<file path="config.mk">
export PLATFORM = sky130hd
export DESIGN_NAME = swc_driver_flat
export DESIGN_NICKNAME = d
export VERILOG_FILES = /design/src/rtl/swc_driver_pkg.sv /design/src/rtl/swc_driver_if.sv /design/src/rtl/swc_driver.sv /design/src/flat_wrapper.sv
export SDC_FILE = /design/constraint.sdc
export NUM_CORES = 1
export LEC_CHECK = 0
export ABC_CLOCK_PERIOD_IN_PS = 1830
export CORE_ASPECT_RATIO = 1.4
export CORE_MARGIN = 2
export CORE_UTILIZATION = 61
export CTS_BUF_LIST = sky130_fd_sc_hd__clkbuf_4 sky130_fd_sc_hd__clkbuf_8 sky130_fd_sc_hd__clkbuf_16
export DETAILED_ROUTE_END_ITERATION = 10
export DONT_BUFFER_PORTS = 1
export PLACE_DENSITY = 0.87
export SYNTH_ARGS = -nofsm -noshare
export SYNTH_HDL_FRONTEND = slang
export SYNTH_SLANG_ARGS = --single-unit
</file>
<file path="constraint.sdc">
create_clock -name clock -period 1.83 [get_ports clock]
set_input_delay 0.2745 -clock clock [delete_from_list [all_inputs] [get_ports clock]]
set_output_delay 0.2745 -clock clock [all_outputs]
set_load 0.01 [all_outputs]
</file>
<file path="src/rtl/swc_driver_pkg.sv">
// Shared definitions for the Swc instruction format and the command driver.
// The counter and the driver both take their opcode values from here.
package swc_driver_pkg;

  localparam logic [3:0] OP_NOP  = 4'h0;
  localparam logic [3:0] OP_LD0  = 4'h1;
  localparam logic [3:0] OP_LD1  = 4'h2;
  localparam logic [3:0] OP_LD2  = 4'h3;
  localparam logic [3:0] OP_COU  = 4'h4;
  // 0x5/0x6 belong to the counter but are never issued by the driver
  localparam logic [3:0] OP_RSV5 = 4'h5;
  localparam logic [3:0] OP_RSV6 = 4'h6;
  localparam logic [3:0] OP_CCD  = 4'h7;
  localparam logic [3:0] OP_CCS  = 4'h8;

  typedef enum logic [1:0] {
    CMD_LOAD  = 2'd0,
    CMD_TIMER = 2'd1,
    CMD_STEP  = 2'd2,
    CMD_STOP  = 2'd3
  } cmd_op_e;

  typedef enum logic [3:0] {
    ST_RESET = 4'd0,
    ST_IDLE  = 4'd1,
    ST_LD0   = 4'd2,
    ST_LD1   = 4'd3,
    ST_LD2   = 4'd4,
    ST_START = 4'd5,
    ST_WAIT  = 4'd6,
    ST_STOP  = 4'd7,
    ST_DONE  = 4'd8,
    ST_ERROR = 4'd9
  } drv_state_e;

  typedef struct packed {
    logic [11:0] inst;
    logic        inst_en;
    logic        done;
    logic        aborted;
    logic        cmd_ready;
  } drv_out_t;

  function automatic logic [11:0] mk_inst(input logic [3:0] op, input logic [7:0] imm);
    return {op, imm};
  endfunction

endpackage

</file>
<file path="src/rtl/swc_driver_if.sv">
// Host-side command handshake into the Swc driver.
interface swc_driver_if;
  import swc_driver_pkg::*;

  logic        cmd_valid;
  cmd_op_e     cmd_op;
  logic [23:0] cmd_value;
  logic        cmd_ready;

  modport master (output cmd_valid, cmd_op, cmd_value, input cmd_ready);
  modport slave  (input cmd_valid, cmd_op, cmd_value, output cmd_ready);
endinterface

</file>
<file path="src/rtl/swc_driver.sv">
// Expands host commands into Swc instructions and reports completion.
// Outputs are registered from the decode of the state being entered.
module swc_driver
  import swc_driver_pkg::*;
(
  input  logic        clock,
  input  logic        reset,
  swc_driver_if.slave cmd,
  input  logic        abort,
  input  logic        swc_ready,
  output logic [11:0] inst,
  output logic        inst_en,
  output logic        done,
  output logic        aborted
);

  drv_state_e  state, state_nxt;
  cmd_op_e     op_q, op_cur;
  logic [23:0] value_q, value_cur;
  drv_out_t    out_q, out_nxt;
  logic        accept;

  assign accept = (state == ST_IDLE) && cmd.cmd_valid;

  // On the accept cycle the latches are not loaded yet, so decode from the bus
  assign op_cur    = accept ? cmd.cmd_op    : op_q;
  assign value_cur = accept ? cmd.cmd_value : value_q;

  always_comb begin
    state_nxt = state;
    case (state)
      ST_RESET: state_nxt = ST_IDLE;
      ST_IDLE: begin
        if (accept)
          state_nxt = (op_cur == CMD_LOAD || op_cur == CMD_TIMER) ? ST_LD0 : ST_STOP;
      end
      ST_LD0:   state_nxt = ST_LD1;
      ST_LD1:   state_nxt = ST_LD2;
      // A zero countdown skips CCD so the counter never wraps to 0xFFFFFF
      ST_LD2:   state_nxt = (op_q == CMD_TIMER && value_q != 24'd0) ? ST_START : ST_DONE;
      ST_START: state_nxt = ST_WAIT;
      ST_WAIT: begin
        if (swc_ready)  state_nxt = ST_DONE;
        else if (abort) state_nxt = ST_STOP;
      end
      ST_STOP:  state_nxt = ST_DONE;
      ST_DONE:  state_nxt = ST_IDLE;
      default:  state_nxt = ST_ERROR;
    endcase
  end

  always_comb begin
    out_nxt = '0;
    case (state_nxt)
      ST_IDLE: out_nxt.cmd_ready = 1'b1;
      ST_LD0: begin
        out_nxt.inst_en = 1'b1;
        out_nxt.inst    = mk_inst(OP_LD0, value_cur[7:0]);
      end
      ST_LD1: begin
        out_nxt.inst_en = 1'b1;
        out_nxt.inst    = mk_inst(OP_LD1, value_cur[15:8]);
      end
      ST_LD2: begin
        out_nxt.inst_en = 1'b1;
        out_nxt.inst    = mk_inst(OP_LD2, value_cur[23:16]);
      end
      ST_START: begin
        out_nxt.inst_en = 1'b1;
        out_nxt.inst    = mk_inst(OP_CCD, 8'h00);
      end
      // Stop doubles as the single-instruction issue slot for STEP
      ST_STOP: begin
        out_nxt.inst_en = 1'b1;
        out_nxt.inst    = mk_inst((op_cur == CMD_STEP) ? OP_COU : OP_CCS, 8'h00);
      end
      ST_DONE: begin
        out_nxt.done    = 1'b1;
        out_nxt.aborted = (state == ST_STOP) && (op_q == CMD_TIMER);
      end
      default: ;
    endcase
  end

  always_ff @(posedge clock) begin
    if (reset) begin
      state   <= ST_RESET;
      op_q    <= CMD_LOAD;
      value_q <= '0;
      out_q   <= '0;
    end else begin
      state <= state_nxt;
      out_q <= out_nxt;
      if (accept) begin
        op_q    <= cmd.cmd_op;
        value_q <= cmd.cmd_value;
      end
    end
  end

  assign cmd.cmd_ready = out_q.cmd_ready;
  assign inst          = out_q.inst;
  assign inst_en       = out_q.inst_en;
  assign done          = out_q.done;
  assign aborted       = out_q.aborted;

endmodule

</file>
<file path="src/flat_wrapper.sv">
// flat-port wrapper written by rule: the top's interface ports become plain ports
module swc_driver_flat import swc_driver_pkg::*;
  (clock, reset, abort, swc_ready, inst, inst_en, done, aborted, cmd_cmd_valid, cmd_cmd_op, cmd_cmd_value, cmd_cmd_ready);
  swc_driver_if cmd_i ();
  input  logic clock;
  input  logic reset;
  input  logic abort;
  input  logic swc_ready;
  output logic [11:0] inst;
  output logic inst_en;
  output logic done;
  output logic aborted;
  input wire logic [$bits(cmd_i.cmd_valid)-1:0] cmd_cmd_valid;
  input wire logic [$bits(cmd_i.cmd_op)-1:0] cmd_cmd_op;
  input wire logic [$bits(cmd_i.cmd_value)-1:0] cmd_cmd_value;
  output wire logic [$bits(cmd_i.cmd_ready)-1:0] cmd_cmd_ready;
  assign cmd_i.cmd_valid = cmd_cmd_valid;
  assign cmd_i.cmd_op = cmd_cmd_op;
  assign cmd_i.cmd_value = cmd_cmd_value;
  assign cmd_cmd_ready = cmd_i.cmd_ready;
  swc_driver u_core (.clock(clock), .reset(reset), .cmd(cmd_i), .abort(abort), .swc_ready(swc_ready), .inst(inst), .inst_en(inst_en), .done(done), .aborted(aborted));
endmodule
</file>
## Word level (Yosys, flattened, before mapping)

Index checks and enable logic that the tools add are counted.

| storage, ports and cells | value |
|---|---|
| flip-flop bits (word level) | 46 |
| bits in latches | 0 |
| bits in writable memories | 0 |
| bits in read-only memories | 0 |
| bits of input ports | 31 |
| output and inout port bits | 16 |
| logic and storage cells | 48 |
| memories | 0 |

| cells by class | value |
|---|---|
| $add $sub $neg | 0 |
| multipliers | 0 |
| div/mod/pow operators | 0 |
| order comparisons | 0 |
| equality and inequality tests | 18 |
| shift operators | 0 |
| mux-type cells | 12 |
| bitwise gates (word level) | 1 |
| reduce and logical (&&, ||, !) cells | 9 |

Operators with widths:

| kind | number |
|---|---|
| case mux 13 bit (5 select lines) | 1 |
| case mux 4 bit (8 select lines) | 1 |
| == test 4 x 3 -> 1 bit, second input constant | 7 |
| two-way mux 24 bit | 1 |
| nonzero test 24 bit | 1 |
| two-way mux 4 bit | 5 |
| == test 4 x 2 -> 1 bit, second input constant | 4 |
| == test 4 x 1 -> 1 bit, second input constant | 2 |
| == test 4 bit, second input constant | 2 |
| == test 2 x 1 -> 1 bit, second input constant | 2 |
| zero test 4 bit | 1 |
| two-way mux 2 bit | 2 |
| OR reduction 2 bit | 2 |
| logical AND 1 bit | 3 |
| two-way mux 3 bit | 1 |
| == test 2 bit, second input constant | 1 |
| zero test 2 bit | 1 |
| logical OR 1 bit | 1 |
| two-way mux 1 bit | 1 |
| NOT 1 bit | 1 |

## Logic depth before layout (Yosys ltp)

| logic depth | value |
|---|---|
| word-level depth | 11 |
| gate-level depth with buffers | 7 |
| depth with buffers taken out | 5 |

## Worst setup path before layout

No wires, ideal clock.

| timing | value |
|---|---|
| kind | flip-flop to flip-flop |
| start point | register u_core.value_q[10] |
| end point | register u_core.state[2] |
| setup time | 0.132 ns |
| data arrival time | 1.318 ns |
| required time | 1.698 ns |
| slack | 0.380 ns |
| stages on the path, launching flop included | 6 |
| path buffers | 0 |
| clock period less this slack | 1.450 ns |
| cell sequence | dfxtp_1 -> nor4_1 -> nand4_1 -> o21ai_0 -> o31a_1 -> a21oi_1 |

| between the ends | value |
|---|---|
| word-level cells in the longest chain between the ends | 4 |

Ends and longest elaborated chain:

| item | line | source |
|---|---|---|
| start, declared | swc_driver.sv:19 | `logic [23:0] value_q, value_cur;` |
| start signal, assigned | swc_driver.sv:96 | `value_q <= cmd.cmd_value;` |
| nonzero test 24 bit | swc_driver.sv:40 | `ST_LD2: state_nxt = (op_q == CMD_TIMER && value_q != 24'd0) ? ST_START : ST_DONE;` |
| logical AND 1 bit | swc_driver.sv:40 |  |
| two-way mux 4 bit | swc_driver.sv:40 |  |
| case mux 4 bit (8 select lines) | swc_driver.sv:31 | `case (state)` |
| end signal, assigned | swc_driver.sv:92 | `state <= state_nxt;` |
| end, declared | swc_driver.sv:17 | `drv_state_e state, state_nxt;` |

Every way passes these cells.
A chain may end at the register's enable or synchronous reset.

## Final worst setup path

| timing | value |
|---|---|
| start point | register u_core.state[1] |
| end point | register u_core.out_q, in the netlist u_core.inst[11] |

| between the ends | value |
|---|---|
| word-level cells in the longest chain between the ends | 10 |
| elaborated cells on any way between the ends | 28 |
| classes of those cells | eq/ne (15); mux (8); reduce/logical (5) |

Ends and longest elaborated chain:

| item | line | source |
|---|---|---|
| == test 4 x 1 -> 1 bit | swc_driver.sv:23, swc_driver.sv:31 |  |
| logical AND 1 bit | swc_driver.sv:23 | `assign accept = (state == ST_IDLE) && cmd.cmd_valid;` |
| two-way mux 2 bit | -- |  |
| == test 2 x 1 -> 1 bit or zero test 2 bit (tied branches) | swc_driver.sv:35 | `state_nxt = (op_cur == CMD_LOAD \|\| op_cur == CMD_TIMER) ? ST_LD0 : ST_STOP;` |
| logical OR 1 bit | swc_driver.sv:35 |  |
| two-way mux 3 bit | swc_driver.sv:35 |  |
| two-way mux 4 bit | swc_driver.sv:34 | `if (accept)` |
| case mux 4 bit (8 select lines) | swc_driver.sv:31 |  |
| == test 4 x 3 -> 1 bit or == test 4 x 2 -> 1 bit (tied branches) | swc_driver.sv:54 | `case (state_nxt)` |
| case mux 13 bit (5 select lines) * | swc_driver.sv:54 |  |
| end signal, assigned | swc_driver.sv:93 | `out_q <= out_nxt;` |
| end, declared | swc_driver.sv:20 | `drv_out_t out_q, out_nxt;` |

Mark *: on every way between the ends. The rest lies on a longest branch, timed or not.

==> metrics.txt <==
pwr/cell area=1120 nW/um^2; CTS sink cnt=46; global-route wire length before repair=roughly 7.0 mm; # rows=23; top cells by area, synth=dfxtp_1, nand2_1, a21oi_1, a22oi_1, nand4_1; fin. max-slew vios=0; actual slew at the worst max-slew pin=between 300 and 400 ps; TNS Setup=0 ps; Synth Area in Compound Gates=0.192; drt first pass iters=5; R2R setup slack=200 ps; CP peak stage delay=560 ps; commonest non-fill, non-tap cell in the layout=nand2_1; FF+latch count, synth=46; ANT nets after route=0; status=completed; # fillers=~240; number of enable flip-flop cells after synthesis=0; full die area=between 3000 and 4000 um^2; main combinational cell family by area after synthesis=simple AND/OR/NAND/NOR gates; RR Endpoint=u_core.inst[11]$_SDFF_PP0_; post-synth top area cell=dfxtp_1; leakage=just over 0.7 nW; Num CTS Buffers=5; CP Launch Type=flop; fmax=around 610 MHz; delay-heaviest family, CP=flip-flops; Routed wire per std cell=16.4 um; multiplexer share of the synthesized area=0; synth warn=0; reg2reg start=u_core.state[1]$_SDFF_PP0_; crit-path cells=nor3b_1 -> a31oi_1 -> o21a_1 -> o21a_1 -> nor4_2; routability congestion estimate=0.917; Post-synth ARST share=0; minimum clock period=approximately 1600 ps; Worst Setup SP=u_core.state[1]$_SDFF_PP0_; via count=between 1500 and 2000; CP Depth=5; critical path class=flop to flop; via count of the first global-routing pass=between 1000 and 1500; most common flop cell mapped by yosys=dfxtp_1; IO Port Bufs=0; grt ovf=0; IR drop worst, VDD=just over 0.9 mV; post-synthesis sequential area ratio=0.499; Final Skew=7.65 ps; clk root buf=clkbuf_8; worst-skew pair later-pin latency=300 ps; Post-CTS Setup Bufs=0; cells on worst reg2reg path=5; routed wire length=roughly 4.3 mm; CTS clk-pin slew, worst paths=~90 ps; post-synth top area share=0.499; DIE HEIGHT=about 70 um; Die Wd=between 50 and 60 um; starting density of the core=0.642; ANT cells=0; CP endpoint=u_core.inst[11]$_SDFF_PP0_; DRC Markers=0; slew margin rel.=0.747; via/cell ratio=between 6 and 7; worst path required time=slightly above 2000 ps; Max FO, Critical Path=10; Post-Synthesis Net Count=257; most frequent cells in the layout=nand2_1, dfxtp_1, a21oi_1; Cells after Synth=between 200 and 250; final period utilization=0.892; Core ar.=about 2900 um^2; # setup viols final=0; initial antenna violation count=0; Tot Pwr=roughly 0.0023 W; share of layout cells above drive strength 1=0.0844; global-route usage over all layers=0.261; Yosys cell types=30; Max-Cap Viols=0; Synth Area in XOR/XNOR=0; Setup crit end kind=flop; Avg Cell Area, Syn=roughly 8 um^2; crit path DAT=about 1800 ps; Post-Synth Simple-Gate Area=0.264; Adder-Cell Fraction of Synth Area=0; H-tree Lvls=2; CTS tree=yes; CTS Hold Buffers Added=0; worst hold path type=input pin to flop; Most common cell on crit path=o21a_1; initial DRC count=66; clock tree buffer depth=2; Syn Std Cell Area=1850 um^2; synth-to-layout area growth=9.35%; IO Pins=47; crit path max-delay cell type=dfxtp_1; post-cts sizing count=0; final hold violations=0; RSZ-0062 raised after global routing=false; WP buf/inv=0; Final HPWL DP=about 3.1 mm; largest net degree at the start of global routing=between 40 and 50; Net count, final=about 260
-- final cells by class --
class | instances | area, um^2 | share of cell area
Clock buffer | 6 | 82.6 | 0.0409
Clock inverter | 2 | 60.1 | 0.0297
Inverter | 2 | 7.51 | 0.00372
Multi-Input combinational cell | 161 | 842 | 0.417
Sequential cell | 46 | 921 | 0.456
Tap cell | 37 | 46.3 | 0.0229
Timing Repair Buffer | 8 | 60.1 | 0.0297
-- sequential cells by signal, indices dropped and copies added (netlist names) --
register and cells:
u_core.aborted 1, u_core.cmd.cmd_ready 1, u_core.done 1, u_core.inst 12, u_core.inst_en 1, u_core.op_q 2
u_core.state 4, u_core.value_q 24
-- cells by family (layout without fill, tap and decap cells) --
kind of cell | count (synthesis) | count (layout)
buffers and inverters | 19 | 18
AND/OR/NAND/NOR | 100 | 100
AO/OA/AOI/OAI | 61 | 61
flip-flops | 46 | 46
-- layer usage --
layer / vias up / GRT usage / routed length [um]
met2: 71 / 0.458 / 2300
met3: 5 / 0.0693 / 314
met4: 0 / 0.0811 / 57
met1: 718 / 0.301 / 1620
met5: - / 0 / 0
li1: 784 / - / -
-- worst min-delay path by stage --
stage	end	depth (start not counted)	start
floorplan	u_core.value_q[0]$_SDFF_PP0_	2	cmd_cmd_value[0]
finish	u_core.state[3]$_SDFF_PP0_	1	reset
CTS	u_core.op_q[1]$_SDFF_PP0_	1	reset
detailed placement	u_core.inst[7]$_SDFF_PP0_	1	reset
global route	u_core.state[0]$_SDFF_PP0_	1	reset
global placement	u_core.state[2]$_SDFF_PP0_	1	reset
-- cell usage after synthesis (all sizes together), types with 2 or more instances --
cell type,instances
nor3,4
nor4,7
nand3,3
nand3b,3
nor3b,2
dfxtp,46
a21oi,40
nor2b,4
nand4b,3
nand4,6
o21a,3
o21ai,4
clkbuf,8
and3,2
nor2,7
buf,9
a22oi,8
inv,2
nand2,58
-- power by group --
part	switching, W	internal [W]
Sequential	0.0000512	0.00106
Combinational	0.000145	0.000100
Clock	0.000330	0.000582
-- stage by stage --
step	utilization	setup slack, ps	hold slack, ps	instances	area [um^2]
floorplan	-	380	410	226	1850
global placement	0.652	274	349	254	1880
detailed placement	0.652	216	350	254	1880
CTS	0.702	206	31.5	262	2020
global route	0.702	61.7	23.8	262	2020
finish	0.702	198	46.1	262	2020
(Power assumes the default switching activity.)
==> RTL edit 1: new RTL, config.mk and constraints unchanged <==
The 10 states of `drv_state_e` get a one-hot encoding in 10 bits.
--- a/src/rtl/swc_driver_pkg.sv
+++ b/src/rtl/swc_driver_pkg.sv
@@ -20,17 +20,17 @@
     CMD_STOP  = 2'd3
   } cmd_op_e;
 
-  typedef enum logic [3:0] {
-    ST_RESET = 4'd0,
-    ST_IDLE  = 4'd1,
-    ST_LD0   = 4'd2,
-    ST_LD1   = 4'd3,
-    ST_LD2   = 4'd4,
-    ST_START = 4'd5,
-    ST_WAIT  = 4'd6,
-    ST_STOP  = 4'd7,
-    ST_DONE  = 4'd8,
-    ST_ERROR = 4'd9
+  typedef enum logic [9:0] {
+    ST_RESET = 10'b0000000001,
+    ST_IDLE  = 10'b0000000010,
+    ST_LD0   = 10'b0000000100,
+    ST_LD1   = 10'b0000001000,
+    ST_LD2   = 10'b0000010000,
+    ST_START = 10'b0000100000,
+    ST_WAIT  = 10'b0001000000,
+    ST_STOP  = 10'b0010000000,
+    ST_DONE  = 10'b0100000000,
+    ST_ERROR = 10'b1000000000
   } drv_state_e;
 
   typedef struct packed {
Behaviour: no difference found for any inputs over 10 cycles, from zero or initial values and one cycle with reset high; not proved beyond that.
==> RTL edit 1 against the original RTL <==
- the run now ends with negative setup slack left
- first-iteration DRC count increased by 120%
- maximum frequency fell by 29%
- sequential share of layout area shrank 8.8 points
- worst setup slack lost 670 ps
- cell area rose by 41%
- synthesized area is 14% higher
- sequential cell count grew 6
- power fell by 5.5%
- wire length increased by 55%
- largest power group unchanged
- highest routed layer unchanged
==> RTL edit 1: results <==
metrics = {
    "critical_path": {
        "worstPathArrival_ps": 2500,
        "cp_max_fo": 3,
        "cp-endpoint": "u_core.inst[0]$_SDFF_PP0_",
        "ff2ff_path_depth": 7,
    },
    "global_routing": {
        "grt_pass1_wl_um": 9110,
        "grt_util_met3": 0.0976,
        "grt_max_degree": 40,
        "use_met1": 0.326,
    },
    "timing": {
        "setup_slack_ps": -473,
        "setup_viol": 49,
        "tightest_slew_ps": 446,
    },
    "clock_tree": {
        "post_cts_buffers": 6,
    },
    "layout": {
        "fillCellCount": 174,
        "fin_nets": 311,
    },
    "synthesis": {
        "syn-num-nets": 276,
        "netlist_top_cells_area": "dfxtp_1 49%, nand2_1 7.1%, a21oi_1 6.4%",
        "synth_compound_area_frac": 0.153,
        "syn_inst": 245,
    },
    "placement": {
        "dp_cells": 301,
        "routabilityCongestion": 0.871,
        "hpwl_um": 3920,
        "post-place-ws_ps": -429,
    },
    "status": {
        "outcome": "finished, violations left",
        "violations": "negative setup slack",
    },
    "pwr": {
        "power_leakage_nw": 1.04,
        "p_sw_uw": 475,
        "peakVddDrop_mv": 1.01,
    },
}
[RTL edit 1: area by class of cell]
class / instances / share of cell area
multi-input combinational: 166 / 0.421
sequential: 52 / 0.368
timing repair buffer: 46 / 0.138
clock buffer: 6 / 0.0291
tap: 40 / 0.0176
clock inverter: 2 / 0.0137
inverter: 9 / 0.0119
[RTL edit 1: power by group through the flow]
stage                     logic [mW]  clock network [mW]  registers (mW)
after global routing           0.154               0.875            1.16
after CTS                      0.115               0.835            1.16
final                          0.146               0.838            1.16
after detailed placement      0.0968                   0            1.18
after global placement        0.0943                   0            1.18
after floorplan               0.0786                   0            1.18
[RTL edit 1: worst min path at each step]
stage / from / end / slack (ps) / cells past startpoint
floorplan: cmd_cmd_op[1] / u_core.state[2]$_SDFF_PP0_ / 340 / 1
global placement: reset / u_core.state[0]$_SDFF_PP1_ / 300 / 0
detailed placement: reset / u_core.state[0]$_SDFF_PP1_ / 310 / 0
CTS: reset / u_core.inst[9]$_SDFF_PP0_ / 20 / 1
global route: reset / u_core.inst[9]$_SDFF_PP0_ / 5 / 1
finish: reset / u_core.inst[9]$_SDFF_PP0_ / 10 / 1
[RTL edit 1: cell families after synthesis]
logic type / after synthesis
flip-flops: 52
buffers and inverters: 27
XOR/XNOR: 2
multiplexers: 8
AND/OR/NAND/NOR: 106
AO/OA/AOI/OAI: 50
[RTL edit 1: per-layer routing]
metal / vias up / wire [um]
li1: 925 / -
met1: 986 / 2260
met2: 111 / 3620
met3: 26 / 499
met4: 0 / 266
met5: - / 0
[RTL edit 1: through the flow]
step,TNS (ps),power (mW),util,instance area (um2)
floorplan,-10750,1.26,-,2210
global placement,-8070,1.28,0.713,2380
detailed placement,-9710,1.28,0.713,2380
CTS,-10960,2.11,0.790,2640
global route,-15020,2.19,0.848,2840
finish,-12600,2.14,0.848,2840
==> RTL edit 2: new RTL, same settings <==
Without the edit above. Make the reset (`reset`) asynchronous in one clocked block.
--- a/src/rtl/swc_driver.sv
+++ b/src/rtl/swc_driver.sv
@@ -82,7 +82,7 @@
     endcase
   end
 
-  always_ff @(posedge clock) begin
+  always_ff @(posedge clock or posedge reset) begin
     if (reset) begin
       state   <= ST_RESET;
       op_q    <= CMD_LOAD;
Function: differs if reset is asserted again (counterexample within 4 cycles, from zero or initial values and one cycle with reset high); with reset held inactive, the same outputs for 10 cycles.
==> RTL edit 2 against the original RTL <==
- the run now ends with negative hold slack left
- synthesized area is 8.9% higher
- cell area is 6.2% higher
- wire length is 8.9% lower
- synthesized cell count is 28% lower
- die area is 8.3% higher
- via count is 19% lower
- non-clock buffer count is 2 lower
- worst setup slack better by 2.9 ps
- sequential cell count stayed put
Power is not compared: it rests on default switching activity, and its combinational part moved more than twofold at a synthesized area within 25%.
==> RTL edit 2: results <==
metrics = {
    "critical_path": {
        "reg2reg_from": "u_core.value_q[10]$_DFF_PP0_",
        "worstSetupStartpointType": "register",
        "r2r_slack_ps": 200,
        "worstPathArrival_ps": 1800,
        "cp_max_fo": 6,
        "slowest_stage": "dfrtp_1",
        "max_stage_delay_ps": 400,
        "ff2ff_path_depth": 5,
        "cp-endpoint": "u_core.inst[8]$_DFF_PP0_",
    },
    "clock_tree": {
        "cts.reportedPaths.clkPinSlew_ps": 80,
        "worstSkewPairLatency_ps": 290,
        "clockBufferDepth": 2,
        "cts_root_buffer": "clkbuf_8",
        "htree_levels": 2,
        "cts_made_buffers": 5,
        "cts_resized": 0,
        "post_cts_buffers": 0,
    },
    "synthesis": {
        "synth_cell_type_count": 38,
        "yosysSeqAreaShare": 0.572,
        "synth_ff_type": "dfrtp_1",
        "netlist_top_cells_area": "dfrtp_1 57%, mux2_2 13%, mux2i_1 4.0%",
        "syn-num-nets": 193,
        "yosys_warnings": 0,
        "async_reset_ff_frac": 1.00,
        "netlist_top_cells_count": "46 x dfrtp_1, 24 x mux2_2, 16 x nand2_1",
    },
    "route": {
        "vias_per_cell": 6.19,
        "wl_per_cell_um": 18.9,
        "drt-initial-drc-count": 42,
        "firstDrtPassIters": 4,
    },
    "layout": {
        "largest_reg_flops": 24,
        "diodes": 0,
        "largest_register": "u_core.value_q",
        "fin_nets": 199,
        "drive_above_1_share": 0.280,
    },
    "timing": {
        "finalHoldViolations": 7,
        "clock_skew_ps": 7.05,
        "slew-limit-headroom": 0.628,
        "holdWs_ps": -9.31,
    },
    "status": {
        "violations": "negative hold slack",
        "outcome": "finished, violations left",
    },
    "global_routing": {
        "globalRouteOverflowTotal": 0,
        "grt_util_all_layers": 0.231,
        "first_global_vias": 1334,
        "grt_pass1_wl_um": 6270,
        "grt_max_degree": 47,
        "grt_antenna_before_repair": 0,
    },
    "placement": {
        "routabilityCongestion": 0.832,
        "numPortBuffers": 0,
        "hpwl_um": 2870,
    },
    "worst_hold_path": {
        "hp-class": "in -> async",
    },
    "pwr": {
        "power_leakage_nw": 1.09,
        "peakVddDrop_mv": 0.623,
    },
}
==> RTL edit 2: changes by cell type in the layout (fill, tap and decap cells not counted), sizes merged, moves of 7 or more <==
cell	change
a21oi	-34
a22oi	-7
dfrtp	+46
dfxtp	-46
mux2	+25
mux2i	+8
nand2	-42
o21ai	+11
==> RTL edit 2: layout make-up <==
type	count	area, um2
Timing Repair Buffer	6	45.0
Fill cell	238	978
Sequential cell	46	1150
Clock buffer	7	83.8
Multi-Input combinational cell	106	805
Inverter	3	11.3
Tap cell	39	48.8
==> RTL edit 2: where the power goes <==
part	switching [mW]	internal, mW	total [mW]
Clock	0.314	0.293	0.606
Combinational	0.0207	0.00484	0.0256
Sequential	0	1.02	1.02
==> RTL edit 2: layer usage <==
metal | vias to the layer above | track usage | part of all wire
li1 | 589 | - | -
met3 | 8 | 0.0597 | 0.057
met4 | 0 | 0.0912 | 0.018
met5 | - | 0 | 0
met2 | 47 | 0.396 | 0.53
met1 | 638 | 0.272 | 0.40
==> RTL edit 2: kinds of logic after synthesis <==
group,synth area share
xor+xnor,0.00436
flops,0.572
buf+inv,0.0274
simple gates,0.118
compound gates,0.0958
mux,0.182
==> RTL edit 2: worst max-delay path: cells and delay by family (launching register included) <==
family / cells / cell delay (ps)
compound gates: 3 / 590
simple gates: 2 / 540
flops: 1 / 400
==> RTL edit 2: stage by stage <==
step | cell area, um2 | util | hold slack, ps | instances | setup WS (ps)
after global routing | 2140 | 0.687 | 43.3 | 207 | 28.0
after floorplan | 2010 | - | 369 | 162 | 406
final | 2140 | 0.687 | -9.31 | 207 | 201
after CTS | 2140 | 0.687 | 15.3 | 207 | 199
after detailed placement | 2060 | 0.660 | 330 | 200 | 214
after global placement | 2060 | 0.660 | 326 | 200 | 162
